## config.mk

```make
export PLATFORM = sky130hd
export DESIGN_NAME = ffe_ctrl_param
export DESIGN_NICKNAME = d
export VERILOG_FILES = /design/src/rtl/ffe_ctrl_param.sv
export SDC_FILE = /design/constraint.sdc
export NUM_CORES = 1
export LEC_CHECK = 0
export ABC_AREA = 1
export CORE_MARGIN = 4
export CORE_UTILIZATION = 40
export CTS_CLUSTER_SIZE = 40
export DETAILED_ROUTE_END_ITERATION = 8
export MAX_ROUTING_LAYER = met4
export PLACE_DENSITY = 0.72
export SYNTH_ARGS = -nofsm -noshare
export SYNTH_HDL_FRONTEND = slang
export SYNTH_SLANG_ARGS = --single-unit
```

## constraint.sdc

```tcl
create_clock -name ffe_clk -period 2.3 [get_ports ffe_clk]
set_input_delay 0.345 -clock ffe_clk [delete_from_list [all_inputs] [get_ports ffe_clk]]
set_output_delay 0.345 -clock ffe_clk [all_outputs]
set_load 0.02 [all_outputs]
```

## src/rtl/ffe_ctrl_param.sv

```systemverilog
// Tap sequencer for the FFE datapath: accepts samples, walks NUM_TAPS (or fewer) MAC cycles, flags overruns.
// Optional macro FFE_CTRL_OVR_CNT_EN adds the saturating 8-bit dropped-sample counter ovr_cnt.
module ffe_ctrl_param #(
    parameter int NUM_TAPS  = 4,
    parameter int ADDR_SIZE = $clog2(NUM_TAPS),
    parameter int TAPS_W    = ADDR_SIZE + 1
) (
    input  logic                 ffe_clk,
    input  logic                 rst,
    input  logic                 in_vld,
    output logic                 in_rdy,
    input  logic [TAPS_W-1:0]    cfg_taps,
    input  logic                 ovr_clr,
    output logic                 shift_en,
    output logic                 rd_en,
    output logic [ADDR_SIZE-1:0] rd_addr,
    output logic                 acc_clr,
    output logic                 out_vld,
    output logic                 busy,
`ifdef FFE_CTRL_OVR_CNT_EN
    output logic [7:0]           ovr_cnt,
`endif
    output logic                 ovr
);

    localparam logic [TAPS_W-1:0] MAX_TAPS = TAPS_W'(NUM_TAPS);

    typedef enum logic {
        S_IDLE    = 1'b0,
        S_COMPUTE = 1'b1
    } state_t;

    state_t            state_q, state_d;
    logic [TAPS_W-1:0] k_q, k_d;
    logic [TAPS_W-1:0] n_reg_q, n_reg_d;
    logic              out_vld_q, out_vld_d;
    logic              ovr_q, ovr_d;

    logic [TAPS_W-1:0] n_eff;
    logic [TAPS_W-1:0] n_last;
    logic              legal;
    logic              drop;

    always_comb begin
        n_eff = cfg_taps;
        if (cfg_taps == '0 || cfg_taps > MAX_TAPS) begin
            n_eff = MAX_TAPS;
        end
    end

    // A corrupted N_reg or k beyond the period is treated as illegal and flushed to IDLE.
    assign n_last = n_reg_q - TAPS_W'(1);
    assign legal  = (n_reg_q != '0) && (n_reg_q <= MAX_TAPS) && (k_q < n_reg_q);

    always_comb begin
        state_d   = state_q;
        k_d       = k_q;
        n_reg_d   = n_reg_q;
        out_vld_d = 1'b0;
        in_rdy    = 1'b0;
        shift_en  = 1'b0;
        rd_en     = 1'b0;
        acc_clr   = 1'b0;
        busy      = 1'b0;
        rd_addr   = '0;
        case (state_q)
            S_IDLE: begin
                in_rdy = 1'b1;
                if (in_vld) begin
                    state_d = S_COMPUTE;
                    k_d     = '0;
                    n_reg_d = n_eff;
                end
            end
            S_COMPUTE: begin
                busy = 1'b1;
                if (!legal) begin
                    state_d = S_IDLE;
                    k_d     = '0;
                    n_reg_d = MAX_TAPS;
                end else begin
                    rd_en    = 1'b1;
                    rd_addr  = ADDR_SIZE'(n_last - k_q);
                    shift_en = (k_q == '0);
                    acc_clr  = (k_q == '0);
                    if (k_q == n_last) begin
                        in_rdy    = 1'b1;
                        out_vld_d = 1'b1;
                        k_d       = '0;
                        if (in_vld) begin
                            n_reg_d = n_eff;
                        end else begin
                            state_d = S_IDLE;
                        end
                    end else begin
                        k_d = k_q + TAPS_W'(1);
                    end
                end
            end
            default: begin
                state_d = S_IDLE;
                k_d     = '0;
            end
        endcase
    end

    // Set has priority over clear so a drop in the clearing cycle is never lost.
    assign drop  = in_vld & ~in_rdy;
    assign ovr_d = drop | (ovr_q & ~ovr_clr);

    always_ff @(posedge ffe_clk) begin
        if (rst) begin
            state_q   <= S_IDLE;
            k_q       <= '0;
            n_reg_q   <= MAX_TAPS;
            out_vld_q <= 1'b0;
            ovr_q     <= 1'b0;
        end else begin
            state_q   <= state_d;
            k_q       <= k_d;
            n_reg_q   <= n_reg_d;
            out_vld_q <= out_vld_d;
            ovr_q     <= ovr_d;
        end
    end

    assign out_vld = out_vld_q;
    assign ovr     = ovr_q;

`ifdef FFE_CTRL_OVR_CNT_EN
    logic [7:0] ovr_cnt_q, ovr_cnt_d;

    always_comb begin
        ovr_cnt_d = ovr_cnt_q;
        if (ovr_clr) begin
            ovr_cnt_d = drop ? 8'd1 : 8'd0;
        end else if (drop && ovr_cnt_q != 8'hFF) begin
            ovr_cnt_d = ovr_cnt_q + 8'd1;
        end
    end

    always_ff @(posedge ffe_clk) begin
        if (rst) begin
            ovr_cnt_q <= 8'd0;
        end else begin
            ovr_cnt_q <= ovr_cnt_d;
        end
    end

    assign ovr_cnt = ovr_cnt_q;
`endif

endmodule

```

# Word level (Yosys, flattened, before mapping)
# Index checks and enable logic that the tools add are counted.
# W data, S select, Z words.
[word_totals] input_bits=7 regBits=9 wordCells=50 out_inout_bits=9
[op_classes] n_eq_ne=3 n_addsub=3 mux=23 bitwise_logic=6 reduce_logical=7 order_cmp=3
[op_table] cell="$mux W3" n=7
[op_table] cell="$pmux W3 S2" n=2
[op_table] cell="$mux W1" n=10
[op_table] cell="$logic_not A3 Y1" n=2
[op_table] cell="$mux W2" n=2
[op_table] cell="$pmux W1 S2" n=2
[op_table] cell="$add A3 B1 Y3 const B" n=1
[op_table] cell="$eq A3 B3 Y1" n=1
[op_table] cell="$gt A3 B3 Y1 const B" n=1
[op_table] cell="$le A3 B3 Y1 const B" n=1
[op_table] cell="$lt A3 B3 Y1" n=1
[op_table] cell="$ne A3 B2 Y1 const B" n=1
[op_table] cell="$not A1 Y1" n=3
[op_table] cell="$reduce_bool A3 Y1" n=1
[op_table] cell="$sub A3 B1 Y3 const B" n=1
[op_table] cell="$and A1 B1 Y1" n=2
[op_table] cell="$logic_and A1 B1 Y1" n=2
[op_table] cell="$ne A2 B2 Y1 const B" n=1
[op_table] cell="$reduce_or A2 Y1" n=1
[op_table] cell="$sub A2 B2 Y2" n=1
[op_table] cell="$logic_or A1 B1 Y1" n=1
[op_table] cell="$or A1 B1 Y1" n=1

# Logic depth before layout (Yosys ltp)
# Gate-level depths: netlist of run 1.
[logic_depth] ltp_word=8 mapped_depth=11 depth_no_buf=11

# Worst setup path after synthesis of run 1
# Ideal clock, no wire load.
[synth_path] path_type="register to output" startpoint="reg n_reg_q[2]" endpoint="out shift_en" n_path_buf=1 path_stages_with_launch=11 arrival_time_ns=1.819 setup_slack_ns=0.136 required_ns=1.955 path_cell_list="dfxtp_1 > inv_2 > ha_1 > nand2_2 > nand2_2 > nor2_4 > nand2_4 > nor2_8 > inv_1 > nor2_1 > buf_4"
[synth_via] elab_chain_len=5 word_cells_on_any_way=7 classes_between="2 x order compare; 2 x mux; 3 x reduce/logical"
[synth_rtl] element="start: declaration" line="35" source="logic [TAPS_W-1:0] n_reg_q, n_reg_d;"
[synth_rtl] element="start signal: assignment" line="121" source="n_reg_q <= n_reg_d;"
[synth_rtl] element="$le A3 B3 Y1 or $reduce_bool A3 Y1 (tied branches)" line="53" source="assign legal = (n_reg_q != '0) && (n_reg_q <= MAX_TAPS) && (k_q < n_reg_q);"
[synth_rtl] element="$logic_and A1 B1 Y1" line="53"
[synth_rtl] element="$logic_and A1 B1 Y1 *" line="53"
[synth_rtl] element="$mux W1 * (2 in series)"
[synth_rtl] element="end: declaration" line="14" source="output logic shift_en,"
# Every way passes the cells marked *; elsewhere a longest branch is shown, timed or not.

# Worst setup path after layout of run 1
[layout_path] startpoint="reg n_reg_q[2]" endpoint="out acc_clr"
[layout_via] elab_chain_len=5 word_cells_on_any_way=7 classes_between="2 x order compare; 2 x mux; 3 x reduce/logical"
[layout_rtl] element="$le A3 B3 Y1 or $reduce_bool A3 Y1 (tied branches)" line="53"
[layout_rtl] element="$logic_and A1 B1 Y1" line="53"
[layout_rtl] element="$logic_and A1 B1 Y1 *" line="53"
[layout_rtl] element="$mux W1 *" line="77" source="if (!legal) begin"
[layout_rtl] element="$mux W1 *" line="66" source="case (state_q)"
[layout_rtl] element="end: declaration" line="17" source="output logic acc_clr,"
# Marked as above.

==> impl_metrics.py, run 1 <==
metrics = {
    "cells_and_area": {
        "antenna_cells": 0,
        "synthToLayoutAreaGrowth_pct": 26.2,
        "multi_input_area_um2": 469,
        "drive_gt1_share_pct": 25.8,
        "nFillCells": 184,
        "seq_area_um2": 180,
        "fin_nets": 140,
    },
    "critical_path": {
        "r2r-start": "n_reg_q[2]$_SDFFE_PP1P_",
        "endpoint_kind": "output port",
        "rrSetupSlack_ps": 650,
        "r2r-end": "k_q[1]$_SDFFE_PP0P_",
        "cp_max_fo": 4,
        "rr_worst_depth": 12,
        "crit_path_start_kind": "flop",
        "arrival_ps": 1780,
        "cp.required_ps": 1960,
        "worstSetupPathType": "reg -> out",
    },
    "yosys": {
        "ys_ff_latch": 9,
        "synthMostInstantiatedCell": "inv_1",
        "synth_top_area_share_pct": 24.2,
        "ys.flop_type": "dfxtp_1",
        "synth_top_area_cell": "dfxtp_1",
        "ys_warn_count": 0,
        "yosysUniqueCellTypes": 22,
        "synth_area_leaders": "dfxtp_1, ha_1, inv_1",
        "netlist_area_um2": 744,
        "synthArstFlopShare_pct": 0,
        "syn_area_per_cell_um2": 7.23,
        "synth_top_cells_by_count": "inv_1, nand2_1, nor2_1, dfxtp_1, ha_1",
        "synth_nets": 118,
        "synth_edf_count": 0,
        "synthCells": 103,
        "seq_area_frac_synth_pct": 24.2,
    },
    "route": {
        "first_pass_iters": 4,
        "num_vias": 679,
        "wl_um": 1600,
        "viasPerCell": 4.56,
        "wire_per_inst_um": 10.7,
        "drc": 0,
        "drtAntennaViolNets": 0,
        "drt_iter0_markers": 11,
    },
    "sta": {
        "slew_viol_final": 0,
        "whs_ps": 465,
        "period_share_pct": 92.3,
        "max_slew_margin_pct": 80.7,
        "setup_violations": 0,
        "fin_worst_skew_ps": 9.38,
        "period_needed_ps": 2120,
        "tightestPinTransition_ps": 289,
        "fin_tns_setup_ps": 0,
        "rsz0062_at_grt": "no",
        "final_hold_viol_count": 0,
        "fmax_ghz": 0.471,
    },
    "die": {
        "die_y_um": 51.1,
        "die_area_um2": 2620,
        "rows": 15,
        "core-area_um2": 1750,
        "ios": 16,
        "chipWidth_um": 51.1,
        "start_util_pct": 42.7,
    },
    "grt": {
        "grt_max_degree": 9,
        "gr-total-overflow": 0,
        "grt_first_pass_wirelength_um": 2840,
        "antenna_found_initial": 0,
        "grt_use_total_pct": 15.1,
        "grt_pass1_vias": 692,
    },
    "status": {
        "outcome": "finished, final reports clean",
    },
    "placed_design": {
        "dpl.hpwl_um": 1360,
        "gp_congestion": 0.884,
        "portBuffers": 15,
    },
    "cts": {
        "cts_root_buffer": "clkbuf_4",
        "cts_tree": "done",
        "numCtsBuffers": 3,
        "cts_htree_levels": 1,
        "clock_latency_ps": 270,
        "cts_buffer_depth": 2,
        "cts_num_sinks": 9,
        "cts.clk_slew.worst_paths_ps": 70,
    },
    "hold_path": {
        "holdPathEnd": "ovr$_SDFF_PP0_",
        "hold_depth": 2,
        "hold_class": "reg -> reg",
        "min_from": "ovr$_SDFF_PP0_",
    },
    "power_and_ir_drop": {
        "p_per_area_nw_per_um2": 566,
        "sw_frac_of_total_pct": 39.8,
        "comb_power_share_pct": 42.4,
        "ir_worst_vdd_v": 0.000442,
        "p_int_mw": 0.320,
        "seqPwrFrac_pct": 33.6,
        "clkPwrFrac_pct": 24.1,
        "power.leakage_nw": 0.478,
        "p_sw_mw": 0.212,
    },
    "run": {
        "drv_cap": 0,
    },
}
[cell families after synthesis]
kind of cell | after synthesis | share of synthesized area [%]
adder cells (fa/ha/maj) | 8 | 13.4
AO/OA/AOI/OAI | 11 | 8.23
flip-flops | 9 | 24.2
AND/OR/NAND/NOR | 48 | 37.8
buffers and inverters | 24 | 12.8
XOR/XNOR | 3 | 3.53
[registers in the layout, summed over array words and instances, names as in the netlist]
name / count
n_reg_q: 3
k_q: 3
out_vld: 1
state_q: 1
ovr: 1
[power groups by stage]
stage	registers, mW	logic [mW]	clock network, mW
6_report	0.179	0.226	0.128
5_1_grt	0.181	0.249	0.145
4_1_cts	0.179	0.232	0.133
3_5_place_dp	0.182	0.240	0
3_3_place_gp	0.182	0.236	0
2_1_floorplan	0.185	0.162	0
[worst max-delay path by stage]
stage | from | to | slack (ps)
finish | n_reg_q[2]$_SDFFE_PP1P_ | acc_clr | 180
global route | n_reg_q[2]$_SDFFE_PP1P_ | shift_en | 40
CTS | n_reg_q[2]$_SDFFE_PP1P_ | acc_clr | 2
detailed placement | n_reg_q[2]$_SDFFE_PP1P_ | acc_clr | 20
global placement | n_reg_q[2]$_SDFFE_PP1P_ | acc_clr | 70
floorplan | n_reg_q[2]$_SDFFE_PP1P_ | shift_en | 140
[timing repair]
| item | CTS | global route |
|---|---|---|
| pin swaps | 0 | 0 |
| setup buffers | 0 | 0 |
| endpoints found under the setup margin | 6 | 6 |
| gates resized for setup | 6 | 12 |
| hold buffers | 0 | 0 |
[cells in the final DEF, fill, tap and decap left out]
cell type / instances
xor2_1: 2
nand2_2: 7
nor2_1: 10
nor2_4: 2
o22ai_1: 2
nor3_1: 1
nor2_8: 1
clkbuf_1: 1
a21oi_1: 7
inv_2: 3
clkbuf_2: 6
nand3_4: 1
xnor2_1: 1
nand2_1: 17
clkdlybuf4s50_1: 9
buf_4: 4
inv_1: 19
ha_1: 8
clkbuf_4: 3
nand2_4: 4
o21ai_0: 1
nand3_1: 4
o21ai_2: 1
nand4_1: 1
dfxtp_1: 9
[layer usage]
| metal | share of wire (%) | GRT usage, % | vias up | wire length, µm |
|---|---|---|---|---|
| met2 | 51 | 25.5 | 15 | 819 |
| met5 | 0 | - | - | 0 |
| met4 | 2.1 | 7.17 | 0 | 33 |
| met1 | 42 | 16.4 | 303 | 669 |
| met3 | 4.8 | 3.79 | 5 | 76 |
| li1 | - | - | 356 | - |
[layout make-up]
type | instances | share of cell area [%]
clock buffers | 4 | 2.80
flip-flops and latches | 9 | 19.2
multi-input cells | 70 | 49.9
repair buffers | 19 | 16.0
inverters | 22 | 8.79
well taps | 25 | 3.33
[worst max-delay path, cell delays in order, from the launching register on]
cell and delay, ps:
dfxtp_1 340, inv_2 60, ha_1 300, nand2_2 80
nand2_2 60, nor2_4 130, nand2_4 90, nor2_8 80
inv_1 60, nor2_1 110, clkbuf_2 190
[per-stage QoR]
stage / setup slack, ps / utilization [%] / area, µm² / total power [mW] / std cells
6_report: 177 / 53.8 / 940 / 0.532 / 149
5_1_grt: 44.8 / 53.8 / 940 / 0.575 / 149
4_1_cts: 1.62 / 55.1 / 962 / 0.544 / 149
3_5_place_dp: 20.7 / 54.1 / 943 / 0.423 / 145
3_3_place_gp: 67.2 / 54.1 / 943 / 0.419 / 145
2_1_floorplan: 136 / - / 744 / 0.348 / 103
Power figures use the tool's default switching activity.
==> run 2, diff against run 1 <==
--- a/config.mk
+++ b/config.mk
@@ -6,7 +6,7 @@
 export NUM_CORES = 1
 export LEC_CHECK = 0
 export ABC_AREA = 1
-export CORE_MARGIN = 4
+export CORE_MARGIN = 2
 export CORE_UTILIZATION = 40
 export CTS_CLUSTER_SIZE = 40
 export DETAILED_ROUTE_END_ITERATION = 8
==> run 2 against run 1 <==
  * First-iteration DRC count down 36%
  * Design area up 0.93%
  * Clock power down 3%
  * Non-clock buffer count unchanged
  * Utilization up 0.50 points
  * Critical path type unchanged
  * Highest routed layer unchanged
  * Fmax down 2.9%
  * Setup slack worse by 62 ps
==> impl_metrics.py, run 2 (same netlist as run 1, synthesis figures left out) <==
metrics = {
    "power_and_ir_drop": {
        "sw_frac_of_total_pct": 39.5,
        "seqPwrFrac_pct": 33.7,
        "ir_worst_vdd_v": 0.000383,
        "p_sw_mw": 0.210,
        "power.total_mw": 0.531,
        "power.leakage_nw": 0.478,
        "clkPwrFrac_pct": 23.4,
        "p_int_mw": 0.322,
        "comb_power_share_pct": 42.9,
        "p_per_area_nw_per_um2": 560,
    },
    "placed_design": {
        "portBuffers": 15,
        "dpl.hpwl_um": 1370,
        "gp_congestion": 0.810,
    },
    "sta": {
        "setup_violations": 0,
        "rsz0062_at_grt": "no",
        "period_share_pct": 95.0,
        "fin_worst_skew_ps": 7.05,
        "slew_viol_final": 0,
        "period_needed_ps": 2190,
        "tightestPinTransition_ps": 296,
        "max_slew_margin_pct": 80.3,
        "final_hold_viol_count": 0,
        "fmax_ghz": 0.458,
        "whs_ps": 466,
    },
    "critical_path": {
        "crit_path_start_kind": "flop",
        "arrival_ps": 1840,
        "cp_max_fo": 5,
        "crit_path_frequent_cell": "nand2_2",
        "r2r-start": "n_reg_q[2]$_SDFFE_PP1P_",
        "worstSetupPathType": "reg -> out",
        "crit_buf_inv": 3,
        "path_delay_family": "buffers and inverters",
        "cp.depth": 9,
        "critical_path.slowest_cell": "dfxtp_1",
        "rr_worst_depth": 12,
        "cp.required_ps": 1960,
        "rrSetupSlack_ps": 670,
        "r2r-end": "n_reg_q[2]$_SDFFE_PP1P_",
        "endpoint_kind": "output port",
        "path_cells": "inv_2 -> ha_1 -> nand2_2 -> nand2_2 -> nor2_4 -> nand2_4 -> nor2_8 -> buf_4 -> clkdlybuf4s15_1",
        "critPathMaxStageDelay_ps": 350,
    },
    "die": {
        "die_y_um": 47.1,
        "die_area_um2": 2220,
        "rows": 15,
        "start_util_pct": 42.7,
        "ios": 16,
        "core-area_um2": 1750,
        "chipWidth_um": 47.1,
    },
    "hold_path": {
        "min_from": "ovr$_SDFF_PP0_",
        "hold_depth": 2,
        "hold_class": "reg -> reg",
        "holdPathEnd": "ovr$_SDFF_PP0_",
    },
    "route": {
        "drtAntennaViolNets": 0,
        "wl_um": 1570,
        "num_vias": 659,
        "viasPerCell": 4.42,
        "drt_iter0_markers": 7,
        "wire_per_inst_um": 10.5,
        "first_pass_iters": 4,
        "drc": 0,
    },
    "cts": {
        "cts.clk_slew.worst_paths_ps": 60,
        "numCtsBuffers": 3,
        "postCtsHoldBufs": 0,
        "cts_tree": "done",
        "cts_root_buffer": "clkbuf_4",
        "cts_buffer_depth": 2,
        "cts_htree_levels": 1,
        "cts_num_sinks": 9,
        "clock_latency_ps": 260,
        "post_cts_buffers": 0,
    },
    "grt": {
        "grt_use_total_pct": 17.7,
        "grt_first_pass_wirelength_um": 2590,
        "grt_max_degree": 9,
        "grt_pass1_vias": 605,
        "antenna_found_initial": 0,
        "gr-total-overflow": 0,
    },
    "cells_and_area": {
        "fin_nets": 140,
        "final_common_cell": "inv_1",
        "reg.largest.list": "k_q: 3 flops, n_reg_q: 3 flops",
        "drive_gt1_share_pct": 24.2,
        "layout_common_cells": "inv_1, nand2_1, nor2_1",
        "antenna_cells": 0,
        "synthToLayoutAreaGrowth_pct": 27.4,
    },
    "run": {
        "drv_cap": 0,
    },
    "status": {
        "outcome": "finished, final reports clean",
    },
}
==> run 2: cell types whose count changed in the layout (fill, tap and decap cells not counted), sizes merged <==
cell           before  now
clkdlybuf4s15       0    1
dlygate4sd2         0    1
clkbuf             10    8
==> run 2: routing by layer <==
| metal | track usage, % | wire (µm) | share of wire [%] | vias to the layer above |
|---|---|---|---|---|
| li1 | - | - | - | 358 |
| met1 | 21.2 | 695 | 44 | 286 |
| met2 | 29.0 | 813 | 52 | 13 |
| met3 | 1.15 | 35 | 2.2 | 2 |
| met4 | 10.0 | 25 | 1.6 | 0 |
| met5 | - | 0 | 0 | - |
==> run 2: repair_timing <==
| action | 4_1_cts | 5_1_grt |
|---|---|---|
| gates cloned | 0 | 0 |
| endpoints found under the setup margin | 6 | 5 |
| resized for setup | 7 | 8 |
==> run 2: metrics by stage <==
| step | setup slack, ps | std cells | util (%) | cell area [µm²] | TNS [ps] |
|---|---|---|---|---|---|
| 3_3_place_gp | 65.4 | 145 | 54.1 | 943 | 0 |
| 6_report | 114 | 149 | 54.3 | 948 | 0 |
| 2_1_floorplan | 136 | 103 | - | 744 | 0 |
| 4_1_cts | 4.66 | 149 | 55.2 | 963 | 0 |
| 5_1_grt | 11.4 | 149 | 54.3 | 948 | 0 |
| 3_5_place_dp | -4.77 | 145 | 54.1 | 943 | -4.77 |
==> run 2: area by class of cell <==
cell class,count,area (µm²)
flip-flops and latches,9,180
multi-input cells,70,469
fillers,171,797
repair buffers,19,159
clock buffers,4,26.3
well taps,25,31.3
inverters,22,82.6
==> run 2: how the worst max path moves through the flow <==
stage / slack, ps / startpoint / end
2_1_floorplan: 140 / n_reg_q[2]$_SDFFE_PP1P_ / shift_en
4_1_cts: 5 / n_reg_q[2]$_SDFFE_PP1P_ / shift_en
3_3_place_gp: 70 / n_reg_q[2]$_SDFFE_PP1P_ / acc_clr
6_report: 110 / n_reg_q[2]$_SDFFE_PP1P_ / rd_en
5_1_grt: 10 / n_reg_q[0]$_SDFFE_PP0P_ / in_rdy
3_5_place_dp: -5 / n_reg_q[2]$_SDFFE_PP1P_ / acc_clr
==> run 2: power by group through the flow <==
stage	Combinational [mW]	Sequential [mW]	Clock (mW)
finish	0.228	0.179	0.124
global route	0.253	0.181	0.138
CTS	0.233	0.179	0.127
detailed placement	0.242	0.183	0
global placement	0.236	0.182	0
floorplan	0.162	0.185	0
==> run 2: tightest hold or removal path, delay by kind of cell (launching register included) <==
family          cells  cell delay, ps
flops               1             310
compound gates      1              50
simple gates        1              60
==> edit 1 (config.mk and constraints of run 2) <==
The option `FFE_CTRL_OVR_CNT_EN` is turned on by a define.
--- a/src/rtl/ffe_ctrl_param.sv
+++ b/src/rtl/ffe_ctrl_param.sv
@@ -1,5 +1,7 @@
 // Tap sequencer for the FFE datapath: accepts samples, walks NUM_TAPS (or fewer) MAC cycles, flags overruns.
 // Optional macro FFE_CTRL_OVR_CNT_EN adds the saturating 8-bit dropped-sample counter ovr_cnt.
+`define FFE_CTRL_OVR_CNT_EN
+
 module ffe_ctrl_param #(
     parameter int NUM_TAPS  = 4,
     parameter int ADDR_SIZE = $clog2(NUM_TAPS),
Formal check against the unedited RTL (old outputs only; new: ovr_cnt): equivalent (equiv_simple and equiv_induct, registers matched by name and starting in step).
==> edit 1 against run 2 <==
Synthesized area up 70%. Design area is 70% higher. Critical path depth down 1. Total power grew 54%. Setup slack improved by 0.038 ns. Sequential cell count increased by 8. First-iteration DRC count grew to 3.9 times the old value. Wire length is 69% higher. Largest power group is now sequential cells.
==> edit 1: results (changes against run 2) <==
* Synth top cells by count: 30 x nand2_1, 29 x inv_1, 17 x dfxtp_1 (was 19 x inv_1, 17 x nand2_1, 10 x nor2_1)
* LEAKAGE at 0.769 nW (was 0.478 nW)
* Port-buffer cells at 23 (was 15)
* Routed vias at 1139 (was 659)
* 1st-iter DRT viols at 27 (was 7)
* Post-detail-place hpwl at 2150 um (was 1370 um)
* Post-synthesis compound-gate area fraction at 10.4% (was 8.24%)
* Skew-Pair Late Insertion Delay at 0.30 ns (was 0.26 ns)
* Total GRT Usage at 17.9% (was 17.7%)
* Placed insts at 237 (was 145)
* Distinct cells, synth at 31 (was 22)
* Net Switching at 0.000312 W (was 0.000210 W)
* P_comb at 0.000314 W (was 0.000228 W)
* First-pass GRT wire length at 4660 um (was 2590 um)
* Worst r2r path cells at 11 (was 12)
* Post-synthesis adder-cell area fraction at 9.91% (was 13.4%)
* Total power at 0.000818 W (was 0.000531 W)
* Post-Place Cell Area at 0.00160 mm^2 (was 943 um^2)
* Status: completed (unchanged)
* Slowest CP cell: dfxtp_2 (was dfxtp_1)
* Per-cell routed wire length at 11.0 um (was 10.5 um)
* Sequential power at 0.000333 W (was 0.000179 W)
* Fillers at 295 (was 171)
* Xor/xnor share of the synthesized area at 2.78% (was 3.53%)
* Cell count after synthesis at 162 (was 103)
* Placer Congestion at 0.830 (was 0.810)
* Largest net degree at the start of global routing at 10 (was 9)
* Sequential share of the synthesized area at 27.0% (was 24.2%)
* Crit path max-delay family: simple AND/OR/NAND/NOR gates (was buffers and inverters)
edit 1: final timing paths:
| path | startpoint | endpoint | slack [ns] |
|---|---|---|---|
| setup / recovery | n_reg_q[2] | rd_addr[1] | 0.15 |
| hold / removal | ovr | ovr | 0.46 |
| setup reg to reg | n_reg_q[1] | n_reg_q[2] | 0.54 |
| hold reg to reg | ovr | ovr | 0.46 |
edit 1: layer usage:
layer | track usage, % | wire (um) | vias up
li1 | - | - | 582
met1 | 17.9 | 1080 | 527
met2 | 32.0 | 1410 | 23
met3 | 4.76 | 93 | 7
met4 | 8.57 | 65 | 0
met5 | - | 0 | -
edit 1: final cells by class:
class                   count  area share (%)
multi-input cells         112            49.5
flip-flops and latches     17            21.1
repair buffers             33            17.0
inverters                  31            7.35
well taps                  44            3.41
clock buffers               4            1.63
edit 1: what timing repair did:
item	4_1_cts	5_1_grt
setup endpoints to repair	6	6
resized for setup	16	11
pin swaps	0	1
==> edit 2 (settings of run 2) <==
Without the edit above. Add an input register stage for `cfg_taps`, cleared by the reset; this delays it by one clock. The other inputs are not delayed to match.
--- a/src/rtl/ffe_ctrl_param.sv
+++ b/src/rtl/ffe_ctrl_param.sv
@@ -30,6 +30,16 @@
         S_COMPUTE = 1'b1
     } state_t;
 
+    logic [TAPS_W-1:0] cfg_taps_q;
+
+    always_ff @(posedge ffe_clk) begin
+        if (rst) begin
+            cfg_taps_q <= '0;
+        end else begin
+            cfg_taps_q <= cfg_taps;
+        end
+    end
+
     state_t            state_q, state_d;
     logic [TAPS_W-1:0] k_q, k_d;
     logic [TAPS_W-1:0] n_reg_q, n_reg_d;
@@ -42,8 +52,8 @@
     logic              drop;
 
     always_comb begin
-        n_eff = cfg_taps;
-        if (cfg_taps == '0 || cfg_taps > MAX_TAPS) begin
+        n_eff = cfg_taps_q;
+        if (cfg_taps_q == '0 || cfg_taps_q > MAX_TAPS) begin
             n_eff = MAX_TAPS;
         end
     end
Check against the original RTL: not equivalent (Yosys sat finds a counterexample within 4 cycles, from zero or initial values and one cycle with rst high).
==> edit 2 against run 2 <==
Total power grew 17%. Design area is 8.2% higher. Count of clock-buffer cells in the layout is the same. Synthesized area is 11% higher. Wire length increased by 9.7%. Sequential cell count is 3 higher. Setup slack improved by 0.052 ns. Maximum frequency grew 2.4%. Critical endpoint is now acc_clr.
==> edit 2: results (changes against run 2) <==
* Routed wl met2 at 889 um (was 813 um)
* Total GRT Usage at 15.9% (was 17.7%)
* Worst setup path class: reg -> out (unchanged)
* Class of the worst hold path: reg -> reg (unchanged)
* Fillers at 194 (was 171)
* Routing usage on met3 at 0.920% (was 1.15%)
* FF-to-FF Start: n_reg_q[2] (unchanged)
* Post-detail-place hpwl at 1420 um (was 1370 um)
* Distinct cells, synth at 24 (was 22)
* Max Used Layer: met4 (unchanged)
* Worst Clk Skew at 0.00575 ns (was 0.00705 ns)
* Final nets at 146 (was 140)
* First-pass GRT wire length at 2880 um (was 2590 um)
* Hold Path End: ovr (unchanged)
* Slowest cell delay on critical path at 0.35 ns (about the same)
* DRT Pass-1 Iters at 4 (unchanged)
* CP arrival at 1.79 ns (was 1.84 ns)
* Skew-Pair Late Insertion Delay at 0.28 ns (was 0.26 ns)
* Worst-Margin Slew at 0.338 ns (was 0.296 ns)
* Reg2reg setup slack at 0.65 ns (was 0.67 ns)
* Routed vias at 715 (was 659)
* Crit path max fanout at 4 (was 5)
* Largest net degree at the start of global routing at 9 (unchanged)
* Placer Congestion at 0.860 (was 0.810)
* M1 GR Usage at 18.3% (was 21.2%)
* Worst r2r path cells at 12 (unchanged)
* Xor/xnor share of the synthesized area at 3.19% (was 3.53%)
* Status: completed (unchanged)
* Hold WS at 0.485 ns (was 0.466 ns)
* 1st-iter DRT viols at 7 (unchanged)
* Post-synthesis compound-gate area fraction at 7.89% (was 8.24%)
* Synth top cells by count: 17 x inv_1, 16 x nand2_1, 13 x nor2_1 (was 19 x inv_1, 17 x nand2_1, 10 x nor2_1)
* End point of the critical path: acc_clr (was rd_en)
* Pins Over Slew Limit at 0 (unchanged)
* Max rail drop VDD at 0.238 mV (was 0.383 mV)
* Met2 GRT Util at 27.7% (was 29.0%)
* Routed met1 length at 774 um (was 695 um)
* HP Start: ovr (unchanged)
* Post-synthesis adder-cell area fraction at 12.1% (was 13.4%)
* Share of post-route cells with drive strength above 1 at 27.7% (was 24.2%)
* Yosys Warn Count at 0 (unchanged)
* Sequential share of the synthesized area at 29.1% (was 24.2%)
* Post-synth net total at 124 (was 118)
* Clock-pin slew on the worst setup and hold paths at 0.09 ns (was 0.06 ns)
* Crit path max-delay family: simple AND/OR/NAND/NOR gates (was buffers and inverters)
* H-Tree Depth at 1 (unchanged)
* Largest regs: cfg_taps_q: 3 flops, k_q: 3 flops, n_reg_q: 3 flops (was k_q: 3 flops, n_reg_q: 3 flops)
* Metal3 WL at 32 um (was 35 um)
* Vias in the first global route at 731 (was 605)
* Synth area leaders: dfxtp_1 29%, ha_1 12%, inv_1 7.7% (was dfxtp_1 24%, ha_1 13%, inv_1 9.6%)
* Final setup fails at 0 (unchanged)
* Reg-to-Reg End: k_q[2] (was n_reg_q[2])
* Slowest CP cell: dfxtp_1 (unchanged)
* Per-cell routed wire length at 11.0 um (was 10.5 um)
* WHS Path Cells at 2 (unchanged)
* LEAKAGE at 0.499 nW (was 0.478 nW)
-- edit 2: timing repair --
| item | 4_1_cts | 5_1_grt |
|---|---|---|
| endpoints found under the setup margin | 6 | 6 |
| resized for setup | 6 | 13 |
| buffers inserted | 0 | 0 |
-- edit 2: through the flow --
step	std cells	util [%]	instance area, um^2	power [W]	worst slack (ns)
detailed placement	153	52.0	1020	0.000462	0.0316
CTS	157	53.4	1050	0.000626	0.00313
floorplan	109	-	825	0.000388	0.184
global placement	153	52.0	1020	0.000455	0.0614
finish	157	52.3	1030	0.000620	0.166
global route	157	52.3	1030	0.000653	0.00532
-- edit 2: layout make-up --
type,count,share of cell area (%)
inverter,21,7.68
timing repair buffer,19,14.6
multi-input combinational,74,47.4
tap,27,3.29
clock buffer,4,3.54
sequential,12,23.4
-- edit 2: power by group --
group	switching (W)	internal [W]	total [W]
registers	0.0000120	0.000221	0.000233
logic	0.000130	0.0000804	0.000211
clock network	0.0000800	0.0000963	0.000176
total	0.000222	0.000397	0.000620
